<file path="src/rtl/uart_pkg.sv">
// Shared definitions for the packet UART transmitter.
// Header layout: {type[1:0], mem_type, addr[8:0]}.
package uart_pkg;

   localparam logic [1:0] HDR_WRITE = 2'b11;
   localparam logic [1:0] HDR_READ  = 2'b01;

   localparam int HDR_ADDR_W = 9;
   localparam int HDR_W      = 12;

   localparam int DEF_DATA_BITS    = 12;
   localparam int DEF_CLKS_PER_BIT = 868;

   typedef struct packed {
      logic [1:0]            kind;
      logic                  mem;
      logic [HDR_ADDR_W-1:0] addr;
   } hdr_t;

   function automatic hdr_t make_hdr(
      input logic                  rw,
      input logic                  mem,
      input logic [HDR_ADDR_W-1:0] addr
   );
      hdr_t h;
      h.kind = rw ? HDR_WRITE : HDR_READ;
      h.mem  = mem;
      h.addr = addr;
      return h;
   endfunction

endpackage

</file>
<file path="src/rtl/uart_bits_tx.sv">
// Single UART frame serializer: start bit, DATA_BITS LSB-first, stop bit.
// A load on the stop-bit's last cycle chains frames back-to-back.
module uart_bits_tx
   import uart_pkg::*;
#(
   parameter int DATA_BITS    = DEF_DATA_BITS,
   parameter int CLKS_PER_BIT = DEF_CLKS_PER_BIT
) (
   input  logic                 i_clk,
   input  logic                 i_reset,
   input  logic                 i_load,
   input  logic [DATA_BITS-1:0] i_data,
   output logic                 o_tx,
   output logic                 o_busy,
   output logic                 o_frame_done
);

   localparam int BW = $clog2(CLKS_PER_BIT + 1);
   localparam int NW = $clog2(DATA_BITS + 2);
   localparam logic [BW-1:0] BAUD_LAST = BW'(CLKS_PER_BIT - 1);
   localparam logic [NW-1:0] BIT_LAST  = NW'(DATA_BITS + 1);

   logic [BW-1:0]      r_baud;
   logic [NW-1:0]      r_bit;
   logic [DATA_BITS:0] r_shift;
   logic               r_tx;
   logic               r_busy;
   logic               w_bit_end;

   assign w_bit_end    = r_busy && (r_baud == BAUD_LAST);
   assign o_frame_done = w_bit_end && (r_bit == BIT_LAST);
   assign o_tx         = r_tx;
   assign o_busy       = r_busy;

   // r_shift carries the stop bit above the payload so it falls out last
   always_ff @(posedge i_clk) begin
      if (i_reset) begin
         r_tx    <= 1'b1;
         r_busy  <= 1'b0;
         r_baud  <= '0;
         r_bit   <= '0;
         r_shift <= '0;
      end else if (i_load) begin
         r_tx    <= 1'b0;
         r_busy  <= 1'b1;
         r_baud  <= '0;
         r_bit   <= '0;
         r_shift <= {1'b1, i_data};
      end else if (w_bit_end) begin
         r_baud <= '0;
         if (r_bit == BIT_LAST) begin
            r_busy <= 1'b0;
            r_tx   <= 1'b1;
         end else begin
            r_bit   <= r_bit + 1'b1;
            r_tx    <= r_shift[0];
            r_shift <= {1'b1, r_shift[DATA_BITS:1]};
         end
      end else if (r_busy) begin
         r_baud <= r_baud + 1'b1;
      end
   end

endmodule

</file>
<file path="src/rtl/uart_bytes_tx.sv">
// Packet UART transmitter: header frame, then BYTE_COUNT data frames
// (MSB byte first) for writes. Inputs are captured on the accepting edge.
module uart_bytes_tx
   import uart_pkg::*;
#(
   parameter int BYTE_COUNT   = 4,
   parameter int DATA_BITS    = DEF_DATA_BITS,
   parameter int CLKS_PER_BIT = DEF_CLKS_PER_BIT
) (
   input  logic                    i_clk,
   input  logic                    i_reset,
   input  logic                    i_start,
   input  logic                    i_rw_flag,
   input  logic                    i_target_mem_type,
   input  logic [HDR_ADDR_W-1:0]   i_target_addr,
   input  logic [8*BYTE_COUNT-1:0] i_data_in,
   output logic                    o_tx,
   output logic                    o_busy,
   output logic                    o_done
);

   localparam logic [1:0] S_IDLE   = 2'd0;
   localparam logic [1:0] S_HEADER = 2'd1;
   localparam logic [1:0] S_DATA   = 2'd2;
   localparam logic [1:0] S_DONE   = 2'd3;

   localparam int CW = $clog2(BYTE_COUNT + 1);
   localparam logic [CW-1:0] CNT_LAST = CW'(BYTE_COUNT - 1);

   logic [1:0]              r_state;
   logic [CW-1:0]           r_cnt;
   logic                    r_rw;
   logic [8*BYTE_COUNT-1:0] r_data;
   logic                    r_busy;
   logic                    r_done;

   logic                 w_load;
   logic [DATA_BITS-1:0] w_frame;
   logic [HDR_W-1:0]     w_hdr;
   logic                 w_frame_done;
   logic                 w_line_busy;

   assign w_hdr  = make_hdr(i_rw_flag, i_target_mem_type, i_target_addr);
   assign o_busy = r_busy;
   assign o_done = r_done;

   // r_data shifts left per data frame, so the next byte is always on top
   always_comb begin
      w_load  = 1'b0;
      w_frame = DATA_BITS'(w_hdr);
      case (r_state)
         S_IDLE: w_load = i_start && !w_line_busy;
         S_HEADER: begin
            w_load  = w_frame_done && r_rw;
            w_frame = DATA_BITS'(r_data[8*BYTE_COUNT-1 -: 8]);
         end
         S_DATA: begin
            w_load  = w_frame_done && (r_cnt != CNT_LAST);
            w_frame = DATA_BITS'(r_data[8*BYTE_COUNT-1 -: 8]);
         end
         default: ;
      endcase
   end

   always_ff @(posedge i_clk) begin
      if (i_reset) begin
         r_state <= S_IDLE;
         r_cnt   <= '0;
         r_rw    <= 1'b0;
         r_data  <= '0;
         r_busy  <= 1'b0;
         r_done  <= 1'b0;
      end else begin
         case (r_state)
            S_IDLE: begin
               if (w_load) begin
                  r_state <= S_HEADER;
                  r_busy  <= 1'b1;
                  r_rw    <= i_rw_flag;
                  r_data  <= i_data_in;
                  r_cnt   <= '0;
               end
            end
            S_HEADER: begin
               if (w_frame_done) begin
                  if (r_rw) begin
                     r_state <= S_DATA;
                     r_data  <= r_data << 8;
                     r_cnt   <= '0;
                  end else begin
                     r_state <= S_DONE;
                     r_done  <= 1'b1;
                  end
               end
            end
            S_DATA: begin
               if (w_frame_done) begin
                  if (r_cnt == CNT_LAST) begin
                     r_state <= S_DONE;
                     r_done  <= 1'b1;
                  end else begin
                     r_cnt  <= r_cnt + 1'b1;
                     r_data <= r_data << 8;
                  end
               end
            end
            default: begin
               r_state <= S_IDLE;
               r_busy  <= 1'b0;
               r_done  <= 1'b0;
            end
         endcase
      end
   end

   uart_bits_tx #(
      .DATA_BITS    (DATA_BITS),
      .CLKS_PER_BIT (CLKS_PER_BIT)
   ) u_bits (
      .i_clk        (i_clk),
      .i_reset      (i_reset),
      .i_load       (w_load),
      .i_data       (w_frame),
      .o_tx         (o_tx),
      .o_busy       (w_line_busy),
      .o_frame_done (w_frame_done)
   );

endmodule

</file>
<file path="config.mk">
export PLATFORM = sky130hd
export DESIGN_NAME = uart_bytes_tx
export DESIGN_NICKNAME = d
export VERILOG_FILES = /design/src/rtl/uart_pkg.sv /design/src/rtl/uart_bits_tx.sv /design/src/rtl/uart_bytes_tx.sv
export SDC_FILE = /design/constraint.sdc
export NUM_CORES = 1
export LEC_CHECK = 0
export CAP_MARGIN = 20
export CORE_ASPECT_RATIO = 1.1
export CORE_UTILIZATION = 58
export DETAILED_ROUTE_END_ITERATION = 8
export GPL_TIMING_DRIVEN = 0
export PLACE_DENSITY = 0.85
export SYNTH_ARGS = -nofsm -noshare
export SYNTH_HDL_FRONTEND = slang
export SYNTH_SLANG_ARGS = --single-unit
export TNS_END_PERCENT = 50
</file>
<file path="constraint.sdc">
create_clock -name i_clk -period 5.9 [get_ports i_clk]
set_input_delay 1.18 -clock i_clk [delete_from_list [all_inputs] [get_ports i_clk]]
set_output_delay 1.18 -clock i_clk [all_outputs]
set_load 0.02 [all_outputs]
</file>
# Word level (Yosys, flattened, before mapping)
# Cells that the tools add are included.
word_totals:
  word_cells: 89
  out_inout_bits: 3
  inputBits: 46
  regBits: 69
op_classes:
  muxes: 37
  bitwise: 3
  add_sub_neg: 3
  reduce_logical: 21
  n_eq_ne: 14
op_table:
  columns: ["op", "count"]
  rows:
  - ["32-bit two-way mux", 5]
  - ["32-bit case mux with 3 select lines", 1]
  - ["13-bit two-way mux", 3]
  - ["3-bit two-way mux", 5]
  - ["1-bit two-way mux", 12]
  - ["12-bit two-way mux", 1]
  - ["2-bit inequality test (second input constant)", 6]
  - ["10-bit by 1-bit adder with 10-bit output (second input constant)", 1]
  - ["10-bit equality test (second input constant)", 1]
  - ["2-bit two-way mux", 5]
  - ["2-bit AND reduction", 5]
  - ["3-bit case mux with 3 select lines", 1]
  - ["1-bit case mux with 3 select lines", 2]
  - ["2-bit case mux with 3 select lines", 1]
  - ["6-bit AND reduction", 1]
  - ["1-bit logical AND", 5]
  - ["5-bit AND reduction", 1]
  - ["4-bit by 1-bit adder with 4-bit output (second input constant)", 1]
  - ["4-bit equality test (second input constant)", 1]
  - ["2-bit by 1-bit inequality test with 1-bit output (second input constant)", 2]
  - ["4-bit AND reduction", 1]
  - ["2-bit nonzero test", 2]
  - ["2-bit OR reduction", 2]
  - ["3-bit by 1-bit adder with 3-bit output (second input constant)", 1]
  - ["other kinds (10)", 12]

# Longest topological paths before layout
logic_depth:
  ltp_word: 7
  mapped_depth: 9
  depth_no_buf: 7

# Modules after synthesis
# A second synthesis with hierarchy kept.
unflattened:
  cells_unflattened: 401
  hier_area_um2: 3786.1
by_module_without_submodules:
  columns: ["mod", "n_inst", "cells_each", "area_per_inst_um2"]
  rows:
  - ["uart_bytes_tx", 1, 247, 2421.1]
  - ["uart_bits_tx", 1, 154, 1365.1]

# Worst setup path after synthesis
# OpenSTA, ideal clock, no wires.
synth_path:
  kind: "input-to-reg"
  start: "in i_start"
  end: "reg u_bits.r_shift[7]"
  path_slack_ns: 3.393
  stages: 5
  required_time_ns: 5.763
  n_path_buf: 1
  arrival_ns: 2.370
  cell_sequence: "or4b_2 o21a_1 clkbuf_1 a211oi_1 a211oi_1"
synth_between:
  elab_chain_len: 4
  elab_cells_between_ends: 6
  cone_classes: "eq/ne: 1; mux: 2; reduce/logical: 3"
synth_rtl:
  columns: ["element", "line", "rtl"]
  rows:
  - ["from (decl)", "uart_bytes_tx.sv:12", "input logic i_start,"]
  - ["1-bit logical AND (*)", "uart_bytes_tx.sv:52", "S_IDLE: w_load = i_start && !w_line_busy;"]
  - ["1-bit case mux with 3 select lines (*)", "uart_bytes_tx.sv:51", "case (r_state)"]
  - ["2-bit by 1-bit inequality test with 1-bit output (no line) / 2-bit nonzero test (equally long branches)", null, null]
  - ["2-bit AND reduction (no line)", null, null]
  - ["to (signal assigned)", "uart_bits_tx.sv:48", "r_shift <= {1'b1, i_data};"]
  - ["to (signal assigned)", "uart_bits_tx.sv:57", "r_shift <= {1'b1, r_shift[DATA_BITS:1]};"]
  - ["to (decl)", "uart_bits_tx.sv:25", "logic [DATA_BITS:0] r_shift;"]
# Every way passes the cells marked *; elsewhere a longest branch is shown, timed or not.
# A chain may end at the register's enable or synchronous reset.

# Final worst setup path
layout_path:
  start: "in i_start"
  end: "reg r_data[23]"
layout_between:
  elab_chain_len: 4
layout_rtl:
  columns: ["element", "line", "rtl"]
  rows:
  - ["1-bit logical AND", "uart_bytes_tx.sv:52", null]
  - ["1-bit case mux with 3 select lines", "uart_bytes_tx.sv:51", null]
  - ["2-bit by 1-bit inequality test with 1-bit output (no line)", null, null]
  - ["6-bit AND reduction (no line)", null, null]
  - ["to (signal assigned)", "uart_bytes_tx.sv:80", "r_data <= i_data_in;"]
  - ["to (signal assigned)", "uart_bytes_tx.sv:88", "r_data <= r_data << 8;"]
  - ["to (signal assigned)", "uart_bytes_tx.sv:103", "r_data <= r_data << 8;"]
  - ["to (decl)", "uart_bytes_tx.sv:33", "logic [8*BYTE_COUNT-1:0] r_data;"]
# No other way between the ends.

==> flow_summary.yaml <==
power:
  ir_drop_v: 0.0003072
  sw_frac_of_total_pct: 40.54
  fin_total_pwr_uw: 1956
  comb_power_share_pct: 48.0
  power.density_nw_per_um2: 482.6
  clkPwrFrac_pct: 18.5
  p_leak_uw: 0.001417
  seqPwrFrac_pct: 33.4
  p_sw_uw: 792.9
  p_int_uw: 1163
clock_tree:
  insertion_delay_ns: 0.35
  cts_buffers: 9
  cts-root-buf: "clkbuf_8"
  post_cts_buffers: 0
  cts_hold_repair.buffers: 0
  clkTransAtPathRegs_ns: 0.07
  clk_path_buf_depth: 2
  cts_sinks: 69
  htreeDepth: 3
  cts_tree: "done"
  cts_resized: 0
logic_synthesis:
  synthTopCellsByArea: "dfxtp_1, mux2i_1, a211oi_1"
  seq_area_frac_synth_pct: 41.80
  syn-num-nets: 409
  synth_edf_count: 0
  async_flop_share_pct: 0
  syn_area_um2: 3304
  synth_top_cell_by_area: "dfxtp_1"
  ys_ff_latch: 69
  yosysWarnings: 0
  synth_ff_type: "dfxtp_1"
  netlist_instances: 354
  ys_types: 45
  synth_top_area_share_pct: 41.80
  syn_area_per_cell_um2: 9.335
grt:
  grt_busiest_layer: "met2"
  track_usage_pct: 28.35
  grt_pass1_vias: 2768
  antenna_found_initial: 0
  met2_usage_pct: 47.55
  grt_max_degree: 12
  grt_overflow: 0
  met3_usage_pct: 4.839
  grt_pass1_wl_um: 12710
  grtUsageMet1_pct: 35.34
die:
  fp.dieH_um: 81.17
  die_x_um: 73.97
  dieArea_um2: 6003
  coreArea_um2: 5430
  io_pins: 49
  rows: 28
  start_util_pct: 60.85
placed_design:
  numPortBuffers: 47
  dpl.hpwl_um: 5805
  dpl_worst_slack_ns: 2.570
  gp_congestion: 0.8152
  placed_area_um2: 3869
setup_path:
  r2r_start: "u_bits.o_busy$_SDFFE_PP0P_"
  path_delay_family: "simple AND/OR/NAND/NOR gates"
  critical_path_arrival_ns: 3.23
  path_buf_inv: 2
  worstSetupStartpointType: "input port"
  r2r_slack_ns: 3.00
  r2r_cells: 9
  cp.required_ns: 6.11
  critical_path_class: "input port to register"
  cp_max_fo: 10
  cpMaxStageDelayCell: "nor4bb_1"
  r2r-end: "r_data[23]$_SDFFE_PP0P_"
  crit_chain: "clkdlybuf4s50_1 > nor4bb_1 > nor2_1 > o21a_1 > nor2_2 > buf_4 > a211oi_1"
  slowest_delay_ns: 0.56
  end_kind: "register"
timing:
  fin_crit_sh_pct: 51.20
  max_slew_margin_pct: 43.86
  worst_slew_pin_slew_ns: 0.8371
  min_period_ns: 3.021
  drv_slew: 0
  hold_viol: 0
  finalClockSkew_ns: 0.008068
  setup_viol: 0
  setup_slack_ns: 2.879
  tns_ns: 0
  holdWs_ns: 0.4772
  max_freq_mhz: 331.0
  rsz0062_at_grt: "no"
min_path:
  min_path_type: "register to register"
  min_to: "r_data[4]$_SDFFE_PP0P_"
  holdPathStages: 2
  min-delay-start: "r_data[4]$_SDFFE_PP0P_"
route:
  drt-initial-drc-count: 186
  vias: 2892
  viasPerCell: 5.878
  wire_per_inst_um: 15.97
  routed_wl_um: 7858
  drc: 0
  drtPass1Iterations: 4
  postRouteAntennaNets: 0
final_layout:
  fin_area_um2: 4053
  drive_gt1_share_pct: 7.194
  multi_input_area_um2: 1752
  antenna-diode-count: 0
  areaGrowthSynthToFinish_pct: 22.64
  seqCellArea_um2: 1381
  fin_nets: 468
  nFillCells: 404
outcome:
  outcome: "complete, no violations"
flow_run:
  maxCapViolations: 0
[tightest hold or removal path: stages, from the launching register on]
cell	delay, ns
dfxtp_1	0.31
o21ai_0	0.07
a21oi_1	0.06
[registers in the layout, summed over array words and instances (netlist names), 2 cells and up]
register,count
r_state,2
r_data,32
u_bits.r_baud,10
r_cnt,3
u_bits.r_shift,13
u_bits.r_bit,4
[power by group through the flow]
stage | Combinational [uW] | Clock [uW] | Sequential, uW
floorplan | 706 | 0 | 649
global placement | 902 | 0 | 659
detailed placement | 931 | 0 | 661
CTS | 936 | 361 | 652
global route | 1030 | 382 | 666
finish | 940 | 363 | 654
[cell usage in the layout (no fill, tap or decap), types with 2 or more instances in the layout]
cell	n
o21a_1	2
dfxtp_1	69
a21oi_1	45
nor2b_1	2
nand2b_1	3
o211ai_1	2
or4_1	2
o21ai_0	13
nand3_1	6
a221o_1	7
and3_1	3
buf_4	3
o31ai_1	2
buf_2	2
clkbuf_1	22
nor2_1	22
nor4_1	2
nor3_1	12
nand2_1	6
nand4_1	12
or3_1	2
buf_6	3
xnor2_1	7
a211oi_1	31
clkinv_2	5
clkbuf_8	9
mux2i_1	37
clkdlybuf4s50_1	47
xor2_1	5
ha_1	9
inv_1	6
nand4b_1	2
[per-stage QoR]
stage,utilization [%],cells
6_report,74.63,492
4_1_cts,74.54,491
5_1_grt,74.63,492
3_3_place_gp,71.24,476
3_5_place_dp,71.24,476
2_1_floorplan,-,354
[area by class of cell]
type / instances / area share (%)
plain buffers: 30 / 3.674
clock buffers: 9 / 3.057
clock inverters: 6 / 1.358
inverters: 6 / 0.5557
multi-input cells: 249 / 43.22
flip-flops and latches: 69 / 34.08
well taps: 75 / 2.316
repair buffers: 48 / 11.73
[per-layer routing]
metal	routed length (um)	share of wire [%]
met5	0	0
met4	140	1.8
met3	349	4.4
met2	3983	51
met1	3385	43
[worst max-delay path by stage]
stage,start,endpoint,cells past startpoint
after global placement,i_start,r_data[26]$_SDFFE_PP0P_,7
after floorplan,i_start,u_bits.r_shift[7]$_SDFFE_PP0P_,5
after detailed placement,i_start,r_data[14]$_SDFFE_PP0P_,7
final,i_start,r_data[23]$_SDFFE_PP0P_,7
after CTS,i_start,r_data[23]$_SDFFE_PP0P_,7
after global routing,i_start,r_data[25]$_SDFFE_PP0P_,7
[cells in the mapped netlist (2+ instances only)]
library cell / instances
a221o_1: 7
nor3_1: 12
or4_1: 2
buf_4: 3
o211ai_1: 2
a211oi_1: 31
or3_1: 2
dfxtp_1: 69
inv_1: 6
o31ai_1: 2
xor2_1: 5
a21oi_1: 45
o21ai_0: 13
nand2b_1: 3
clkbuf_1: 22
o21a_1: 2
ha_1: 9
nor2b_1: 2
nand4b_1: 2
buf_6: 3
xnor2_1: 7
nand3_1: 6
nand2_1: 6
and3_1: 3
nor4_1: 2
nand4_1: 12
nor2_1: 22
mux2i_1: 37
[logic make-up after synthesis]
logic type,share of synthesized area [%]
compound gates,21.51
simple gates,13.71
flops,41.80
mux,11.21
buf+inv,5.187
xor+xnor,3.181
fa+ha+maj,3.408
Power figures use the tool's default switching activity.
